`src/rtl/access_control_multi.sv`:
```
// Multi-user PIN access controller: per-slot enrolled PINs, verify/enroll/change/clear
// requests, per-user failed-attempt lockout and PIN-entry timeout.
module access_control_multi #(
    parameter int unsigned PIN_W          = 16,
    parameter int unsigned NUM_USERS      = 4,
    parameter int unsigned MAX_TRIES      = 3,
    parameter int unsigned LOCK_CYCLES    = 1000,
    parameter int unsigned TIMEOUT_CYCLES = 255,
    localparam int unsigned UID_W         = $clog2(NUM_USERS)
) (
    input  logic             clk,
    input  logic             rst,
    input  logic             _Req_Valid,
    input  logic [1:0]       _Request,
    input  logic [UID_W-1:0] _User_Id,
    input  logic [PIN_W-1:0] _Data_In,
    input  logic             _Data_In_Load,
    output logic [2:0]       _Status_Frame,
    output logic             _Grant,
    output logic             _Busy
);

    localparam int unsigned LOCK_W = $clog2(LOCK_CYCLES + 1);
    localparam int unsigned TO_W   = $clog2(TIMEOUT_CYCLES + 1);
    localparam int unsigned FAIL_W = $clog2(MAX_TRIES + 1);

    localparam logic [2:0] S_IDLE     = 3'd0;
    localparam logic [2:0] S_WAIT_PIN = 3'd1;
    localparam logic [2:0] S_CHECK    = 3'd2;
    localparam logic [2:0] S_WAIT_NEW = 3'd3;
    localparam logic [2:0] S_RESULT   = 3'd4;

    localparam logic [2:0] ST_IDLE    = 3'b000;
    localparam logic [2:0] ST_WAIT    = 3'b001;
    localparam logic [2:0] ST_GRANTED = 3'b010;
    localparam logic [2:0] ST_DENIED  = 3'b011;
    localparam logic [2:0] ST_LOCKED  = 3'b100;
    localparam logic [2:0] ST_DONE    = 3'b101;
    localparam logic [2:0] ST_TIMEOUT = 3'b110;
    localparam logic [2:0] ST_ERROR   = 3'b111;

    localparam logic [1:0] RQ_VERIFY = 2'b00;
    localparam logic [1:0] RQ_ENROLL = 2'b01;
    localparam logic [1:0] RQ_CHANGE = 2'b10;
    localparam logic [1:0] RQ_CLEAR  = 2'b11;

    logic [2:0]        state;
    logic [2:0]        status;
    logic              grant;
    logic [1:0]        req_q;
    logic [UID_W-1:0]  uid_q;
    logic [PIN_W-1:0]  pin_q;
    logic              load_prev;
    logic              rise_q;
    logic              load_rise;
    logic              waiting;
    logic [TO_W-1:0]   tcnt;
    logic              accept;
    logic              target_locked;
    logic              target_bad;
    logic              pin_match;
    logic              fail_limit;

    logic [PIN_W-1:0]  pins  [NUM_USERS];
    logic [NUM_USERS-1:0] valid;
    logic [FAIL_W-1:0] fails [NUM_USERS];
    logic [LOCK_W-1:0] locks [NUM_USERS];

    assign waiting       = (state == S_WAIT_PIN) || (state == S_WAIT_NEW);
    // Edges are only recognised while a PIN is awaited, so a load that rose in IDLE/RESULT
    // (including together with the request strobe) never leaks into the next transaction.
    assign load_rise     = _Data_In_Load && !load_prev && waiting;
    assign accept        = _Req_Valid && ((state == S_IDLE) || (state == S_RESULT));
    assign target_locked = (locks[_User_Id] != '0);
    assign target_bad    = (_Request == RQ_ENROLL) ? valid[_User_Id] : !valid[_User_Id];
    assign pin_match     = (pins[uid_q] == pin_q);
    assign fail_limit    = (fails[uid_q] >= FAIL_W'(MAX_TRIES - 1));

    assign _Status_Frame = status;
    assign _Grant        = grant;
    assign _Busy         = (state == S_WAIT_PIN) || (state == S_CHECK) || (state == S_WAIT_NEW);

    always_ff @(posedge clk or posedge rst) begin
        if (rst) begin
            load_prev <= 1'b0;
            rise_q    <= 1'b0;
            pin_q     <= '0;
        end else begin
            load_prev <= _Data_In_Load;
            rise_q    <= load_rise;
            if (load_rise) begin
                pin_q <= _Data_In;
            end
        end
    end

    always_ff @(posedge clk or posedge rst) begin
        if (rst) begin
            state  <= S_IDLE;
            status <= ST_IDLE;
            grant  <= 1'b0;
            req_q  <= '0;
            uid_q  <= '0;
            tcnt   <= '0;
            valid  <= '0;
            for (int unsigned i = 0; i < NUM_USERS; i++) begin
                pins[i]  <= '0;
                fails[i] <= '0;
                locks[i] <= '0;
            end
        end else begin
            grant <= 1'b0;
            for (int unsigned i = 0; i < NUM_USERS; i++) begin
                if (locks[i] != '0) begin
                    locks[i] <= locks[i] - 1'b1;
                end
            end

            case (state)
                S_IDLE, S_RESULT: begin
                    if (accept) begin
                        req_q <= _Request;
                        uid_q <= _User_Id;
                        if (target_locked) begin
                            state  <= S_RESULT;
                            status <= ST_LOCKED;
                        end else if (target_bad) begin
                            state  <= S_RESULT;
                            status <= ST_ERROR;
                        end else begin
                            state  <= S_WAIT_PIN;
                            status <= ST_WAIT;
                            tcnt   <= '0;
                        end
                    end
                end

                S_WAIT_PIN: begin
                    if (rise_q) begin
                        state <= S_CHECK;
                    end else if (tcnt == TO_W'(TIMEOUT_CYCLES - 1)) begin
                        state  <= S_RESULT;
                        status <= ST_TIMEOUT;
                    end else begin
                        tcnt <= tcnt + 1'b1;
                    end
                end

                S_CHECK: begin
                    state <= S_RESULT;
                    if (req_q == RQ_ENROLL) begin
                        pins[uid_q]  <= pin_q;
                        valid[uid_q] <= 1'b1;
                        status       <= ST_DONE;
                    end else if (pin_match) begin
                        case (req_q)
                            RQ_VERIFY: begin
                                fails[uid_q] <= '0;
                                status       <= ST_GRANTED;
                                grant        <= 1'b1;
                            end
                            RQ_CHANGE: begin
                                state <= S_WAIT_NEW;
                                tcnt  <= '0;
                            end
                            RQ_CLEAR: begin
                                valid[uid_q] <= 1'b0;
                                fails[uid_q] <= '0;
                                status       <= ST_DONE;
                            end
                            default: begin
                                status <= ST_ERROR;
                            end
                        endcase
                    end else if (fail_limit) begin
                        // Lock load overrides the per-cycle decrement issued above.
                        fails[uid_q] <= '0;
                        locks[uid_q] <= LOCK_W'(LOCK_CYCLES);
                        status       <= ST_LOCKED;
                    end else begin
                        fails[uid_q] <= fails[uid_q] + 1'b1;
                        status       <= ST_DENIED;
                    end
                end

                S_WAIT_NEW: begin
                    if (rise_q) begin
                        pins[uid_q] <= pin_q;
                        state       <= S_RESULT;
                        status      <= ST_DONE;
                    end else if (tcnt == TO_W'(TIMEOUT_CYCLES - 1)) begin
                        state  <= S_RESULT;
                        status <= ST_TIMEOUT;
                    end else begin
                        tcnt <= tcnt + 1'b1;
                    end
                end

                default: begin
                    state  <= S_IDLE;
                    status <= ST_IDLE;
                end
            endcase
        end
    end

endmodule

```
`config.mk`:
```
export PLATFORM = sky130hd
export DESIGN_NAME = access_control_multi
export DESIGN_NICKNAME = d
export VERILOG_FILES = /design/src/rtl/access_control_multi.sv
export SDC_FILE = /design/constraint.sdc
export NUM_CORES = 1
export LEC_CHECK = 0
export CORE_MARGIN = 3
export CORE_UTILIZATION = 45
export DETAILED_ROUTE_END_ITERATION = 7
export PLACE_DENSITY = 0.69
export SYNTH_ARGS = -nofsm -noshare
export SYNTH_HDL_FRONTEND = slang
export SYNTH_SLANG_ARGS = --single-unit
```
`constraint.sdc`:
```
create_clock -name clk -period 8.2 [get_ports clk]
set_input_delay 0.82 -clock clk [delete_from_list [all_inputs] [get_ports clk]]
set_output_delay 0.82 -clock clk [all_outputs]
set_load 0.005 [all_outputs]
```
==> impl_metrics.tcl, run 1 <==
set metrics [dict create \
    status "finished clean" \
    fin_setup_tns_ns 0 \
    multi_input_area_um2 3440 \
    crit_path_start_kind "flip-flop" \
    tightest_slew_ns 0.941 \
    timing.fmax_ghz 0.303 \
    postSynth.asyncResetShare_pct 100 \
    fill_cells 1361 \
    worstSkewPairLatency_ns 0.43 \
    ios 29 \
    rr_startpoint "uid_q[1]" \
    rsz0062_at_grt "false" \
    post_cts_buffers 0 \
    drc 0 \
    min_from "load_prev" \
    die_w_um 134 \
    layout-drive-gt1-share_pct 23.4 \
    stdcell_area_um2 8570 \
    antenna_found_initial 0 \
    vias 4906 \
    slew_violations 0 \
    fin_skew_ns 0.0141 \
    hold_end "rise_q" \
    max-slew-margin-rel_pct 37.1 \
    initial_core_util_pct 46.3 \
    numCtsBuffers 17 \
    setup.worst_path.class "flip-flop to flip-flop" \
    gr-usage-all-layers_pct 17.7 \
    ir_drop_mv 0.185 \
    place_congestion 0.824 \
    cts_resized 0 \
    dp_hpwl_um 9850 \
    io_buffers 28 \
    p_total_uw 2200 \
    vias_per_cell 5.53 \
    cts.sinks 153 \
    cts_hold_buf 0 \
    antenna_left 0 \
    dp.cells 855 \
    maxCapViolations 0 \
    reg2reg_to "locks[18]" \
    yosys_warnings 0 \
    rr_worst_depth 9 \
    final-setup-viol-count 0 \
    diodes 0 \
    ys.flop_type "dfrtp_1" \
    rrSetupSlack_ns 4.90 \
    synth_seq_area_share_pct 51.7 \
    grt_pass1_vias 5184 \
    synth.avg_cell_area_um2 12.0 \
    place_area_um2 7950 \
    drt_iter0_markers 242 \
    min_period_ns 3.30 \
    fin_cells 887 \
    wl_per_cell_um 16.8 \
    crit_path_max_fanout 28 \
    synth_fp_nets 655 \
    holdPathStages 1 \
    ys_types 50 \
    area_growth_pct 15.7 \
    h-tree-depth 4 \
    die_area_um2 18000 \
    worstPathArrival_ns 3.63 \
    hold_viol 0 \
    clockBufferDepth 2 \
    dieHeight_um 134 \
    clockRootBuffer "clkbuf_16" \
    hold_path_class "flip-flop to flip-flop" \
    power_leakage_uw 0.00397 \
    rows 46 \
    regArea_um2 3830 \
    powerDensity_nw_per_um2 257 \
    fin_util_pct 53.6 \
    drt-pass1-iter-count 4 \
    synthesis.area_um2 7400 \
    synth-seq-cells 153 \
    fin_crit_sh_pct 40.3 \
    synth-edff-count 0 \
    grt_pass1_wl_um 25500 \
    cts_tree "done" \
    synthCells 619 \
    grt_max_degree 94 \
    drt-total-wl_um 14900 \
    nNetsFinal 694 \
    endpoint_kind "flip-flop" \
    required_ns 8.52 \
    gr-total-overflow 0 \
    core-area_um2 16000 \
    cts.clk_slew.worst_paths_ns 0.06 \
]
==> per-layer routing <==
metal  share of wire, %  GRT usage (%)
met1                 44           22.4
met2                 51           30.0
met3                3.5           4.39
met4                1.2           5.77
met5                  0              0
==> Yosys cell counts (2+ instances only) <==
cell        n  area (um^2)
mux2i_1     4         40.0
a221oi_1    3         26.3
nand3b_1    4         30.0
buf_2       4         20.0
nor3b_1     3         22.5
xnor2_1    33          289
ha_1       12          150
o22ai_1     5         31.3
or3_1       3         18.8
inv_1      18         67.6
o21ai_0    19         95.1
nor2b_1     4         25.0
xor2_1      9         78.8
mux4_2     18          405
a211oi_1    6         45.0
nand4_1     7         43.8
mux2_2     92         1040
o21a_1      3         22.5
nand3_1    18         90.1
nor3_1     12         60.1
a31oi_1     5         31.3
nand2_1    51          191
or4_1       3         22.5
nor2_1     54          203
dfrtp_1   153         3830
o31ai_1     8         60.1
a21oi_1     9         45.0
buf_4       3         22.5
a211o_1     4         35.0
clkbuf_1    6         22.5
nand2b_1   12         75.1
nand4b_1    2         17.5
and3_1      2         12.5
o211ai_1    5         37.5
nor4_1     10         62.6
==> sequential cells by signal, summed over array words and instances (netlist names), named ones only <==
name,cells
rise_q,1
pin_q,16
locks,40
_Status_Frame,3
tcnt,8
pins,64
state,3
req_q,2
uid_q,2
_Grant,1
load_prev,1
fails,8
==> through the flow <==
step | setup WS (ns) | hold WS [ns]
after CTS | 4.85 | 0.432
after detailed placement | 4.49 | 0.425
after global routing | 4.61 | 0.446
after floorplan | 3.26 | 0.446
after global placement | 4.61 | 0.416
final | 4.90 | 0.427
==> placed cells by master (no fill, tap or decap), types with 4 or more instances in the layout <==
| master | count |
|---|---|
| nand2b_1 | 12 |
| buf_4 | 8 |
| o22ai_1 | 5 |
| xnor2_1 | 33 |
| nand4_1 | 7 |
| xor2_1 | 9 |
| clkinv_4 | 5 |
| nor2b_1 | 4 |
| mux4_2 | 18 |
| mux2_2 | 92 |
| o211ai_1 | 5 |
| a31oi_1 | 5 |
| nand2_1 | 51 |
| nor2_1 | 54 |
| nand3b_1 | 4 |
| ha_1 | 12 |
| nor3_1 | 11 |
| o21ai_0 | 19 |
| clkdlybuf4s50_1 | 28 |
| a211oi_1 | 6 |
| o31ai_1 | 8 |
| dfrtp_1 | 153 |
| mux2i_1 | 4 |
| nand3_1 | 18 |
| inv_1 | 17 |
| clkbuf_16 | 17 |
| nor4_1 | 10 |
| a211o_1 | 4 |
| a21oi_1 | 9 |
==> power breakdown <==
group | total, uW | internal, uW | switching (uW)
Combinational | 426 | 203 | 224
Clock | 810 | 485 | 325
Sequential | 962 | 848 | 115
==> worst max-delay path by stage <==
stage / start / endpoint / slack [ns]
3_5_place_dp: _User_Id[0] / tcnt[3] / 4.49
6_report: uid_q[1] / locks[18] / 4.90
3_3_place_gp: _User_Id[0] / tcnt[6] / 4.61
4_1_cts: uid_q[1] / locks[18] / 4.85
5_1_grt: uid_q[1] / locks[18] / 4.61
2_1_floorplan: rst / asynchronous set/reset pin / 3.26
==> logic make-up after synthesis <==
| logic type | synth area share, % |
|---|---|
| xor+xnor | 4.97 |
| fa+ha+maj | 2.03 |
| mux | 20.0 |
| buf+inv | 2.06 |
| simple gates | 12.5 |
| flops | 51.7 |
| compound gates | 6.71 |
==> area by class of cell <==
type | instances | area share, %
Timing Repair Buffer | 36 | 3.97
Clock inverter | 15 | 2.23
Tap cell | 216 | 3.15
Sequential cell | 153 | 44.7
Clock buffer | 17 | 4.96
Multi-Input combinational cell | 432 | 40.1
Inverter | 18 | 0.847
==> worst max-delay path: stages (launching register included) <==
cell      delay [ns]
dfrtp_1         0.35
buf_4           0.42
mux4_2          0.59
xnor2_1         0.15
nand4_1         0.15
nor4_2          0.06
buf_4           0.19
nor3_1          0.75
nand2_1         0.33
o211ai_1        0.20
(Power assumes the default switching activity.)
==> run 2: changes to the inputs <==
clock period = 3.25 ns   (was 8.2 ns; I/O delays follow)
==> run 2 against run 1 <==
- global-route usage fell by 0.15 points
- clock skew fell by 0.0053 ns
- sequential share of layout area fell by 0.32 points
- count of clock-buffer cells in the layout rose by 2
- highest routed layer unchanged
- sequential power rose to 2.6 times the previous value
- flip-flop and latch count did not move
- design area rose by 0.74%
- worst setup slack got worse by 4.7 ns
- via count rose by 1.9%
- register-to-register slack got worse by 4.7 ns
- largest cell class unchanged
- cell count rose by 1.0%
- critical path type unchanged
- clock power rose by 140%
==> impl_metrics.tcl, run 2 (synthesis results as in run 1) <==
set metrics [dict create \
    worst_path_largest_cell_delay_ns 0.53 \
    crit_path_start_kind "flip-flop" \
    rsz0062_at_grt "false" \
    ir_drop_mv 0.428 \
    wl_met1_um 6820 \
    multi_input_area_um2 3440 \
    largestRegisters "pins: 64 flops, locks: 40 flops, pin_q: 16 flops" \
    final-setup-viol-count 0 \
    maxCapViolations 0 \
    cts_tree "done" \
    numCtsBuffers 17 \
    wl_met3_um 478 \
    clockRootBuffer "clkbuf_16" \
    dpl_worst_slack_ns -0.0345 \
    antenna_found_initial 0 \
    hold_path_class "input port to flip-flop" \
    crit_slowest_cell "mux4_2" \
    io_buffers 28 \
    drt_iter0_markers 319 \
    dieHeight_um 134 \
    crit_chain "buf_12 -> mux4_2 -> xnor2_1 -> nand4_1 -> nor4_2 -> buf_4 -> o221ai_2 -> or2_0 -> o31ai_1" \
    rows 46 \
    cts.clk_slew.worst_paths_ns 0.06 \
    die_area_um2 18000 \
    place_congestion 0.850 \
    gr-usage-all-layers_pct 17.6 \
    status "finished clean" \
    dp_hpwl_um 9890 \
    largest_register_ff_count 64 \
    core-area_um2 16000 \
    max-slew-margin-rel_pct 46.3 \
    wl_per_cell_um 16.6 \
    ios 29 \
    dr_wl_met2_um 7360 \
    worstSkewPairLatency_ns 0.42 \
    drc 0 \
    worst_slack_ns 0.208 \
    endpoint_kind "flip-flop" \
    worst-path-buf-inv 2 \
    min_period_ns 3.04 \
    cp_top_family "simple AND/OR/NAND/NOR gates" \
    die_w_um 134 \
    slew_violations 0 \
    area_growth_pct 16.6 \
    fin_skew_ns 0.00875 \
    vias 4999 \
    grt_pass1_wl_um 25500 \
    setup.worst_path.class "flip-flop to flip-flop" \
    required_ns 3.57 \
    fill_cells 1393 \
    diodes 0 \
    antenna_left 0 \
    fin_setup_tns_ns 0 \
    mostFrequentLayoutCells "152 x dfrtp_1, 92 x mux2_2, 54 x nor2_1" \
    crit_path_max_fanout 29 \
    initial_core_util_pct 46.3 \
    h-tree-depth 4 \
    timing.fmax_ghz 0.329 \
    vias_per_cell 5.58 \
    grt_pass1_vias 5218 \
    drt-pass1-iter-count 4 \
    top_layer_used "met4" \
    fin_util_pct 53.9 \
    hold_viol 0 \
    drt-total-wl_um 14900 \
    nNetsFinal 703 \
    largest_register "pins" \
    final_common_cell "dfrtp_1" \
    layout-drive-gt1-share_pct 24.7 \
    fin_crit_sh_pct 93.6 \
    grt_max_degree 154 \
    worstPathArrival_ns 3.36 \
    gr-total-overflow 0 \
    regArea_um2 3830 \
    cts.sinks 153 \
    clockBufferDepth 2 \
    powerDensity_nw_per_um2 637 \
    tightest_slew_ns 0.805 \
    power_leakage_uw 0.00399 \
]
==> run 2: metrics by stage <==
stage / hold slack, ns / area [um^2] / std cells / total power (uW)
2_1_floorplan: 0.356 / 7410 / 619 / 3200
3_3_place_gp: 0.468 / 8040 / 864 / 3530
3_5_place_dp: 0.481 / 8040 / 864 / 3580
4_1_cts: 0.375 / 8630 / 896 / 5550
5_1_grt: 0.388 / 8630 / 896 / 5800
6_report: 0.384 / 8630 / 896 / 5500
==> run 2: area by class of cell <==
type / count / share of cell area (%)
repair buffers: 45 / 5.02
flip-flops and latches: 153 / 44.4
clock inverters: 13 / 1.58
well taps: 216 / 3.13
clock buffers: 19 / 5.25
multi-input cells: 432 / 39.8
inverters: 18 / 0.826
==> run 2: final timing paths <==
path	depth (start not counted)	to	slack (ns)	from
worst max-delay path	9	tcnt[6]	0.21	uid_q[1]
max in group asynchronous	3	uid_q[0]	2.16	rst
worst min-delay path	1	load_prev	0.38	_Data_In_Load
worst max register to register	9	tcnt[6]	0.21	uid_q[1]
min in group asynchronous	3	locks[17]	0.49	rst
worst min register to register	1	tcnt[7]	0.50	tcnt[7]
==> run 2: per-layer routing <==
layer	vias to the layer above	global-route usage [%]
met3	21	4.35
li1	2343	-
met2	89	28.8
met4	0	5.60
met5	-	0
met1	2546	23.2
==> run 2: worst register-to-register path, delay by kind of cell (launching register included) <==
kind	cells	cell delay, ns
AOI/OAI and AO/OA	2	0.45
xor gates and xnor gates	1	0.23
buffers and inverters	2	0.48
DFF	1	0.38
muxes	1	0.55
and+or+nand+nor	3	0.86
==> run 2: power breakdown <==
group | switching, uW | leakage, uW | total, uW | internal (uW)
combinational | 537 | 0.00164 | 1080 | 543
sequential | 325 | 0.00207 | 2460 | 2140
clock | 838 | 0.000281 | 1960 | 1120
==> run 2: timing repair <==
item / CTS / global route
resized for setup: 1 / 1
setup buffers: 0 / 0
setup endpoints to repair: 2 / 7
hold buffers: 0 / 0
==> run 3: changes to the inputs <==
SKIP_LAST_GASP = 1   (was not set)
TNS_END_PERCENT = 20   (was not set)
==> results of run 3 <==
Final layout, timing and power as in run 2 (identical DEF).
